<file path="src/rtl/cnt_down_timer.sv">
// cnt_down_timer: prescaled down-counting timer with one-shot/periodic modes and sticky irq
module cnt_down_timer #(
  parameter int W  = 16,
  parameter int PW = 8
) (
  input  logic          clk_i,
  input  logic          rst_i,
  input  logic          start_i,
  input  logic          stop_i,
  input  logic          mode_i,
  input  logic [W-1:0]  ld_val_i,
  input  logic [PW-1:0] psc_i,
  input  logic          irq_clr_i,
  output logic [W-1:0]  cnt_o,
  output logic          busy_o,
  output logic          tc_o,
  output logic          irq_o
);
  typedef enum logic {IDLE, RUN} state_t;
  state_t        state_q, state_d;
  logic [W-1:0]  cnt_q, cnt_d, rld_q, rld_d;
  logic [PW-1:0] psc_cnt_q, psc_cnt_d, psc_rld_q, psc_rld_d;
  logic          mode_q, mode_d, tc_q, tc_d, irq_q, irq_d;
  logic          tick;
  assign tick = (state_q == RUN) && (psc_cnt_q == '0);
  always_ff @(posedge clk_i) begin
    if (rst_i) begin
      state_q   <= IDLE;
      cnt_q     <= '0;
      rld_q     <= '0;
      psc_cnt_q <= '0;
      psc_rld_q <= '0;
      mode_q    <= 1'b0;
      tc_q      <= 1'b0;
      irq_q     <= 1'b0;
    end else begin
      state_q   <= state_d;
      cnt_q     <= cnt_d;
      rld_q     <= rld_d;
      psc_cnt_q <= psc_cnt_d;
      psc_rld_q <= psc_rld_d;
      mode_q    <= mode_d;
      tc_q      <= tc_d;
      irq_q     <= irq_d;
    end
  end
  // terminal count replaces the decrement, so cnt never wraps below zero
  always_comb begin
    state_d   = state_q;
    cnt_d     = cnt_q;
    rld_d     = rld_q;
    psc_cnt_d = psc_cnt_q;
    psc_rld_d = psc_rld_q;
    mode_d    = mode_q;
    tc_d      = 1'b0;
    irq_d     = irq_q & ~irq_clr_i;
    if (stop_i) begin
      state_d   = IDLE;
      psc_cnt_d = '0;
    end else if (start_i) begin
      state_d   = RUN;
      cnt_d     = ld_val_i;
      rld_d     = ld_val_i;
      psc_cnt_d = psc_i;
      psc_rld_d = psc_i;
      mode_d    = mode_i;
    end else if (tick) begin
      psc_cnt_d = psc_rld_q;
      if (cnt_q != '0) begin
        cnt_d = cnt_q - W'(1);
      end else begin
        tc_d    = 1'b1;
        irq_d   = 1'b1;
        cnt_d   = mode_q ? rld_q : '0;
        state_d = mode_q ? RUN : IDLE;
      end
    end else if (state_q == RUN) begin
      psc_cnt_d = psc_cnt_q - PW'(1);
    end
  end
  assign cnt_o  = cnt_q;
  assign busy_o = (state_q == RUN);
  assign tc_o   = tc_q;
  assign irq_o  = irq_q;
endmodule
</file>
<file path="config.mk">
export PLATFORM = sky130hd
export DESIGN_NAME = cnt_down_timer
export DESIGN_NICKNAME = d
export VERILOG_FILES = /design/src/rtl/cnt_down_timer.sv
export SDC_FILE = /design/constraint.sdc
export NUM_CORES = 1
export LEC_CHECK = 0
export BUFFER_PORTS_ARGS = -buffer_cell sky130_fd_sc_hd__buf_2
export CAP_MARGIN = 20
export CELL_PAD_IN_SITES_DETAIL_PLACEMENT = 0
export CELL_PAD_IN_SITES_GLOBAL_PLACEMENT = 1
export CORE_UTILIZATION = 44
export CTS_CLUSTER_DIAMETER = 40
export DETAILED_ROUTE_END_ITERATION = 8
export GPL_ROUTABILITY_DRIVEN = 0
export HOLD_SLACK_MARGIN = 0.03
export PLACE_DENSITY = 0.92
export SYNTH_ARGS = -nofsm -noshare
export SYNTH_HDL_FRONTEND = slang
export SYNTH_SLANG_ARGS = --single-unit
</file>
<file path="constraint.sdc">
create_clock -name clk_i -period 5.6 [get_ports clk_i]
set_input_delay 0.84 -clock clk_i [delete_from_list [all_inputs] [get_ports clk_i]]
set_output_delay 0.84 -clock clk_i [all_outputs]
set_load 0.03 [all_outputs]
</file>
Word level (Yosys, flattened, before mapping)

Cells that the tools add are included.

Register bits: 52
Output and inout bits: 19
Logic and storage cells: 41

Add/subtract/negate cells: 2
Equal/unequal tests: 1
Muxes and demuxes: 16
Bitwise gates (word level): 4
Reductions and logical operators: 10

Operators with widths:

| operator                                                              | number |
|---|---|
| 16-bit 2-to-1 mux                                                     | 4 |
| 8-bit 2-to-1 mux                                                      | 3 |
| 16-bit nonzero test                                                   | 1 |
| 16-bit by 1-bit subtractor with 16-bit output (second input constant) | 1 |
| 1-bit 2-to-1 mux                                                      | 9 |
| 8-bit zero test                                                       | 1 |
| 8-bit by 1-bit subtractor with 8-bit output (second input constant)   | 1 |
| 2-bit AND reduction                                                   | 3 |
| 4-bit OR reduction                                                    | 1 |
| 1-bit NOT                                                             | 3 |
| 3-bit nonzero test                                                    | 1 |
| 2-bit inequality test (second input constant)                         | 1 |
| 2-bit nonzero test                                                    | 1 |
| 2-bit OR reduction                                                    | 1 |
| 1-bit AND                                                             | 1 |
| 1-bit logical AND                                                     | 1 |

Longest topological paths before layout

Gate-level depths: netlist (run 1).

Depth in word-level cells: 6
Depth in mapped cells: 8
Depth with buffers taken out: 7

Worst setup path before layout (run 1)

Ideal clock, no wire load.

Kind: flip-flop to flip-flop
From: reg cnt_q[0] (netlist: cnt_o[0])
To: reg cnt_q[15] (netlist: cnt_o[15])
Arrival: 1958 ps
Data required time: 5481 ps
Path slack: 3523 ps
Cell stages (with the launch flop): 9
Clock period less this slack: 2077 ps
Path through: dfxtp_1 > inv_1 > ha_1 > nor4b_2 > and4_1 > buf_2 > nor2_2 > a21oi_1 > o221a_1

Longest elaborated chain between the ends: 4
Elaborated cells on any way between the ends: 5
Classes of those cells: add/sub: 1; mux: 3; reduce/logical: 1

RTL lines:

| item                                                                                 | line   | text |
|---|---|---|
| start: declaration                                                                   | 21     | `logic [W-1:0] cnt_q, cnt_d, rld_q, rld_d;` |
| start signal: assignment                                                             | 38     | `cnt_q <= cnt_d;` |
| 16-bit by 1-bit subtractor with 16-bit output or 16-bit nonzero test (tied branches) | 70, 69 |  |
| 16-bit 2-to-1 mux (*)                                                                | 69     | `if (cnt_q != '0) begin` |
| 16-bit 2-to-1 mux (*)                                                                | 67     | `end else if (tick) begin` |
| 16-bit 2-to-1 mux (*)                                                                | 60     | `end else if (start_i) begin` |

Mark *: on every way between the ends. The rest lies on a longest branch, timed or not. The select of a mux whose other input is x is not followed.
A chain may end at the register's enable or synchronous reset.

Final worst setup path (run 1)

From: in start_i
To: reg rld_q[2]

Longest elaborated chain between the ends: 1

RTL lines:

| item                          | line | text |
|---|---|---|
| start: declaration            | 8    | `input logic start_i,` |
| 2-bit AND reduction (no line) | --   |  |
| end signal: assignment        | 39   | `rld_q <= rld_d;` |
| end: declaration              | 21   |  |

No other way between the ends.

==> qor.yml, run 1 <==
antenna_found_initial: 0
pwr-share-clk: 0.265
fillers: 586
drcViolationCount: 0
combPwrFrac: 0.242
max_stage_delay_ns: 0.69
cap_violations: 0
area_delta_synth_final_pct: 12.38
drtIter0Drc: 144
finalHoldViolations: 0
crit_required_ns: 5.83
power_density_nw_per_um2: 274.5
syn_inst: 356
viasPerCell: 5.845
netSwitchingFraction: 0.3318
wl_um: 7510
rsz0062_at_grt: "no"
cts_root_buf: "clkbuf_8"
syn_area_sq_um: 2770
slew_headroom: 0.3130
io_pins: 49
hp-class: "reg2reg"
ir_drop_mv: 0.1350
vias: 2718
ant_nets: 0
synth_top_area_cell: "dfxtp_1"
initial_core_util: 0.4624
synth_top_cell_area_share: 0.3758
seq_area_frac_synth: 0.3758
antenna_cells: 0
ys_async_sr_fraction: 0
multi_input_area_sq_um: 1584
synth-seq-cells: 52
critPathKind: "in2reg"
cts_sinks: 52
seqPwrFrac: 0.492
p_int_mw: 0.5710
syn_area_per_cell_sq_um: 7.781
drive_gt1_frac: 0.1795
setup_ws_ns: 2.869
num_rows: 28
start_kind: "primary input"
clock_latency_ns: 0.31
place_ws_ns: 2.589
die_h_um: 81.35
htree_levels: 2
p_leak_nw: 1.232
grt_overflow: 0
dp.final_hpwl_um: 5214
setup_viol: 0
grt_pass1_wl_um: 12050
crit_arrival_ns: 2.97
ff_latch_area_sq_um: 1041
post_cts_resized: 0
gr-usage-all-layers: 0.2387
final_nets: 423
cts_hold_buf: 0
max_freq_mhz: 366.2
tightest_slew_ns: 1.030
synth_ff_type: "dfxtp_1"
detail_route.wl_per_cell_um: 16.15
crit_slowest_cell: "nor2_1"
clk_pin_slew_ns: 0.09
clock_skew_ns: 0.01237
synth_nets: 390
port-buffer-count: 48
finalMaxSlewViolations: 0
drt_pre_antenna_iters: 5
yosysWarningCount: 0
core_sq_um: 5991
cts_tree: "yes"
grt_pass1_vias: 2369
cts_buffer_depth: 2
fin_crit_sh: 0.4876
crit_family: "buffers and inverters"
synthTopCellsByArea: "dfxtp_1 38%, nand2_1 9.9%, a21oi_1 9.4%"
cp_cell_sequence: "buf_2, inv_1, nor2_1, buf_4, nand2_1, a21oi_1"
synth_edf_count: 0
cts_setup_buffers: 0
period_minus_slack_ns: 2.731
path_max_fanout: 31
cts_buffers: 5
status: "completed"
endpoint_kind: "flop"
cp_num_buf_inv: 3
die_w_um: 81.35
grt_max_degree: 37
die_area_sq_um: 6617
ys_types: 60
timing.setup.tns_ns: 0
p_sw_mw: 0.2835
-- metal layers --
layer | GRT usage | wire length [um] | share of wire
met1 | 0.3383 | 3543 | 0.47
met2 | 0.3692 | 3453 | 0.46
met3 | 0.04494 | 434 | 0.058
met4 | 0.05714 | 78 | 0.010
met5 | 0 | 0 | 0
-- state kept, by name (all words and copies together) (netlist names) --
signal	count
cnt_o	16
mode_q	1
busy_o	1
tc_o	1
irq_o	1
rld_q	16
psc_cnt_q	8
psc_rld_q	8
-- metrics by stage --
stage	power (mW)	util	hold slack, ns	std cells	area (sq um)
3_5_place_dp	0.6330	0.5040	0.4473	457	3019
2_1_floorplan	0.5758	-	0.4323	356	2770
6_report	0.8544	0.5196	0.4597	465	3113
3_3_place_gp	0.6304	0.5040	0.4422	457	3019
4_1_cts	0.8555	0.5196	0.4606	465	3113
5_1_grt	0.9012	0.5196	0.4763	465	3113
-- path summary, 6_finish.rpt --
check                         start                endpoint  slack [ns]  depth (start not counted)
max                         start_i   rld_q[2]$_SDFFE_PP0P_        2.87                          6
min          rld_q[11]$_SDFFE_PP0P_  rld_q[11]$_SDFFE_PP0P_        0.46                          2
max reg2reg     busy_o$_SDFFE_PP0P_   cnt_o[7]$_SDFFE_PP0P_        3.11                          5
min reg2reg  rld_q[11]$_SDFFE_PP0P_  rld_q[11]$_SDFFE_PP0P_        0.46                          2
-- cell families (layout without fill, tap and decap cells) --
| family | after synthesis | in the layout | synth area share |
|---|---|---|---|
| muxes | 1 | 1 | 0.004065 |
| xor gates and xnor gates | 7 | 7 | 0.02213 |
| buffers and inverters | 37 | 71 | 0.05239 |
| adders and majority gates | 4 | 4 | 0.01807 |
| DFF | 52 | 52 | 0.3758 |
| AOI/OAI and AO/OA | 113 | 113 | 0.2624 |
| and+or+nand+nor | 142 | 142 | 0.2651 |
-- area by class of cell --
type,instances,share of cell area
multi-input combinational,267,0.5088
sequential,52,0.3344
timing repair buffer,49,0.07958
tap,75,0.03014
clock buffer,7,0.02773
inverter,14,0.01688
clock inverter,1,0.002412
-- cell usage after synthesis, drive strengths merged, types with 3 or more instances --
cell type and instances:
nand2 74, a21oi 53, dfxtp 52, clkbuf 20, nor2 20, o21ai 16
inv 14, nor3 12, nand3 7, nand4 6, xnor2 6, a211oi 5
a221oi 5, ha 4, nand2b 4, nor4 4, a311oi 3, and3 3
buf 3, o32ai 3
-- worst reg2reg max path, cell delays in order, from the launching register on --
cell and delay, ns:
dfxtp_1 0.67, and4bb_1 0.34, nand2_2 0.22, a21oi_2 0.73, nand2_1 0.17, o32ai_1 0.29
-- cells in the final DEF, fill, tap and decap left out, drive strengths merged, types with 5 or more instances in the layout --
master and instances:
nand4 6, nand3 7, xnor2 6, a221oi 5, o21ai 16, inv 14
nand2 74, a21oi 53, nor2 20, buf 49, dfxtp 52, a211oi 5
nor3 12, clkbuf 7
-- power groups by stage --
stage | sequential (mW) | clock, mW | combinational, mW
after floorplan | 0.438 | 0 | 0.138
after global placement | 0.428 | 0 | 0.202
after detailed placement | 0.428 | 0 | 0.205
after CTS | 0.420 | 0.230 | 0.206
after global routing | 0.424 | 0.248 | 0.230
final | 0.420 | 0.227 | 0.207
Note: power is estimated with default switching activity, not from simulation.
==> run 2: changes to the inputs <==
--- a/config.mk
+++ b/config.mk
@@ -9,12 +9,12 @@
 export CAP_MARGIN = 20
 export CELL_PAD_IN_SITES_DETAIL_PLACEMENT = 0
 export CELL_PAD_IN_SITES_GLOBAL_PLACEMENT = 1
-export CORE_UTILIZATION = 44
+export CORE_UTILIZATION = 37
 export CTS_CLUSTER_DIAMETER = 40
 export DETAILED_ROUTE_END_ITERATION = 8
 export GPL_ROUTABILITY_DRIVEN = 0
 export HOLD_SLACK_MARGIN = 0.03
-export PLACE_DENSITY = 0.92
+export PLACE_DENSITY = 0.83
 export SYNTH_ARGS = -nofsm -noshare
 export SYNTH_HDL_FRONTEND = slang
 export SYNTH_SLANG_ARGS = --single-unit
==> constraint.sdc (replaced) <==
create_clock -name clk_i -period 2.4 [get_ports clk_i]
set_input_delay 0.36 -clock clk_i [delete_from_list [all_inputs] [get_ports clk_i]]
set_output_delay 0.36 -clock clk_i [all_outputs]
set_load 0.03 [all_outputs]
==> run 2 against run 1 <==
Clock skew is 0.0046 ns lower; via count increased by 0.96%; die area increased by 18%; power increased by 140%; non-clock buffer count is 12 higher; first-iteration DRC count grew 10%; critical path depth up 1; clock power increased by 140%; wire length grew 7.7%; worst setup slack got worse by 2.7 ns; global-route usage decreased by 1.9 points; critical endpoint is now cnt_o[10]$_SDFFE_PP0P_; largest cell class unchanged; largest power group unchanged.
==> qor.yml, run 2 (synthesis gave the netlist of run 1 again) <==
status: "completed"
area_delta_synth_final_pct: 16.94
cp_num_buf_inv: 1  # -2
viasPerCell: 5.477  # -6.3%
ir_drop_mv: 0.3017  # +120%
drive_gt1_frac: 0.2090  # +0.02947
p_sw_mw: 0.6786  # +140%
cts_setup_buffers: 0  # unchanged
final_cells: 501  # +7.7%
die_w_um: 88.53  # +8.8%
timing.setup.tns_ns: 0  # unchanged
rrSetupSlack_ns: 0.13  # -2.98 ns
crit_required_ns: 2.64  # -3.19 ns
cap_violations: 0  # unchanged
hold_path_depth: 3  # +1
cts_root_buf: "clkbuf_8"
tightest_slew_ns: 0.5167  # -0.5138 ns
cts_sinks: 52  # unchanged
p_int_mw: 1.348  # +140%
crit_family: "simple AND/OR/NAND/NOR gates"
die_h_um: 88.53  # +8.8%
clk_pin_slew_ns: 0.10  # about the same
hp-class: "in2reg"
max_freq_mhz: 440.8
detail_route.wl_per_cell_um: 16.15  # about the same
hp-start: "psc_i[7]"
path_max_fanout: 13  # -58%
crit_arrival_ns: 2.50  # -0.47 ns
min_to: "psc_cnt_q[7]$_SDFFE_PP0P_"
most-common-layout-cells: "73 x nand2_1, 52 x a21oi_1, 52 x dfxtp_1, 48 x buf_2, 18 x nor2_1"
r2r_start: "cnt_o[0]$_SDFFE_PP0P_"
drcViolationCount: 0  # unchanged
p_leak_nw: 1.288  # +4.6%
seqPwrFrac: 0.481  # -0.011
gr-usage-all-layers: 0.2201  # -0.01861
final_nets: 435  # +2.8%
wl_um: 8091  # +7.7%
critPathKind: "reg2reg"
grt_overflow: 0  # unchanged
highest_layer: "met4"
fin_crit_sh: 0.9452
num_rows: 31  # +11%
die_area_sq_um: 7837  # +18%
start_kind: "flop"
antenna_cells: 0  # unchanged
cts_hold_buf: 0  # unchanged
drt_pre_antenna_iters: 6  # +1
max_stage_delay_ns: 0.57  # -0.12 ns
endpoint_kind: "flop"
cp_cell_sequence: "inv_1, ha_1, nor4b_2, and4_1, nor3b_1, or4_4, a211oi_2"
met2_length_um: 3839  # +11%
htree_levels: 2  # unchanged
dp.final_hpwl_um: 5664  # +8.6%
port-buffer-count: 48  # unchanged
post_cts_resized: 0  # unchanged
io_pins: 49  # unchanged
rsz0062_at_grt: "no"
cts_tree: "yes"
drtIter0Drc: 159  # +10%
vias: 2744  # +0.96%
slew_headroom: 0.6556  # +0.3425
grt_pass1_vias: 2629  # +11%
netSwitchingFraction: 0.3348  # +0.003056
antenna_found_initial: 0  # unchanged
combPwrFrac: 0.252  # +0.010
initial_core_util: 0.3819  # -0.08048
clock_skew_ns: 0.007776  # -0.004593 ns
crit_slowest_cell: "and4_1"
rr_worst_depth: 7  # +2
core_sq_um: 7253  # +21%
period_minus_slack_ns: 2.268
clock_latency_ns: 0.31  # about the same
cts_buffers: 5  # unchanged
pwr-share-clk: 0.267  # +0.002
setup_viol: 0  # unchanged
ant_nets: 0  # unchanged
wl_met3_um: 491  # +13%
power_density_nw_per_um2: 625.7  # +130%
grt_max_degree: 35  # -5.4%
r2r-end: "cnt_o[10]$_SDFFE_PP0P_"
grt_pass1_wl_um: 13170  # +9.2%
hold-worst-slack_ns: 0.2669  # -0.1928 ns
finalHoldViolations: 0  # unchanged
wl_met1_um: 3644  # +2.9%
placedCellCount: 493  # +7.9%
finalMaxSlewViolations: 0  # unchanged
cts_buffer_depth: 2  # unchanged
mostFrequentLayoutCell: "nand2_1"
-- run 2: cell count changes in the layout (fill, tap and decap cells not counted) --
cell / previous run / this run
buf_4: 1 / 13
clkbuf_1: 1 / 0
clkinvlp_4: 1 / 2
nor2_2: 1 / 2
nor2_1: 19 / 18
-- run 2: worst max path at each step --
stage          slack [ns]  cells past startpoint                   from                      to
2_1_floorplan        0.32                      8  cnt_o[0]$_SDFFE_PP0P_  cnt_o[15]$_SDFFE_PP0P_
3_3_place_gp         0.24                      7  cnt_o[0]$_SDFFE_PP0P_  cnt_o[10]$_SDFFE_PP0P_
3_5_place_dp         0.17                      7  cnt_o[0]$_SDFFE_PP0P_  cnt_o[10]$_SDFFE_PP0P_
4_1_cts              0.15                      7  cnt_o[0]$_SDFFE_PP0P_  cnt_o[10]$_SDFFE_PP0P_
5_1_grt             0.004                      7  cnt_o[0]$_SDFFE_PP0P_  cnt_o[10]$_SDFFE_PP0P_
6_report             0.13                      7  cnt_o[0]$_SDFFE_PP0P_  cnt_o[10]$_SDFFE_PP0P_
-- run 2: layout make-up --
| type | instances | area, sq um |
|---|---|---|
| clock buffer | 6 | 82.58 |
| clock inverter | 2 | 15.01 |
| fill | 773 | 4014 |
| inverter | 14 | 52.55 |
| multi-input combinational | 267 | 1587 |
| sequential | 52 | 1041 |
| tap | 99 | 123.9 |
| timing repair buffer | 61 | 337.8 |
-- run 2: power groups by stage --
| stage | registers, mW | logic, mW | clock network, mW |
|---|---|---|---|
| 2_1_floorplan | 1.02 | 0.321 | 0 |
| 3_3_place_gp | 0.991 | 0.504 | 0 |
| 3_5_place_dp | 0.994 | 0.508 | 0 |
| 4_1_cts | 0.974 | 0.510 | 0.559 |
| 5_1_grt | 0.982 | 0.565 | 0.593 |
| 6_report | 0.974 | 0.510 | 0.542 |
-- run 2: per-layer routing --
metal / GRT usage / vias up
met5: 0 / -
met4: 0.08211 / 0
met3: 0.03825 / 11
met2: 0.3608 / 74
met1: 0.2896 / 1297
li1: - / 1362
-- run 2: tightest hold or removal path: stages --
cell,delay (ns)
buf_2,0.09
nand2_1,0.04
o21ai_1,0.06
-- run 2: through the flow --
step / instance area (sq um) / setup slack, ns / util / total power [mW]
2_1_floorplan: 2770 / 0.3231 / - / 1.344
3_3_place_gp: 3142 / 0.2439 / 0.4332 / 1.495
3_5_place_dp: 3142 / 0.1695 / 0.4332 / 1.502
4_1_cts: 3239 / 0.1519 / 0.4466 / 2.044
5_1_grt: 3239 / 0.004301 / 0.4466 / 2.141
6_report: 3239 / 0.1316 / 0.4466 / 2.027
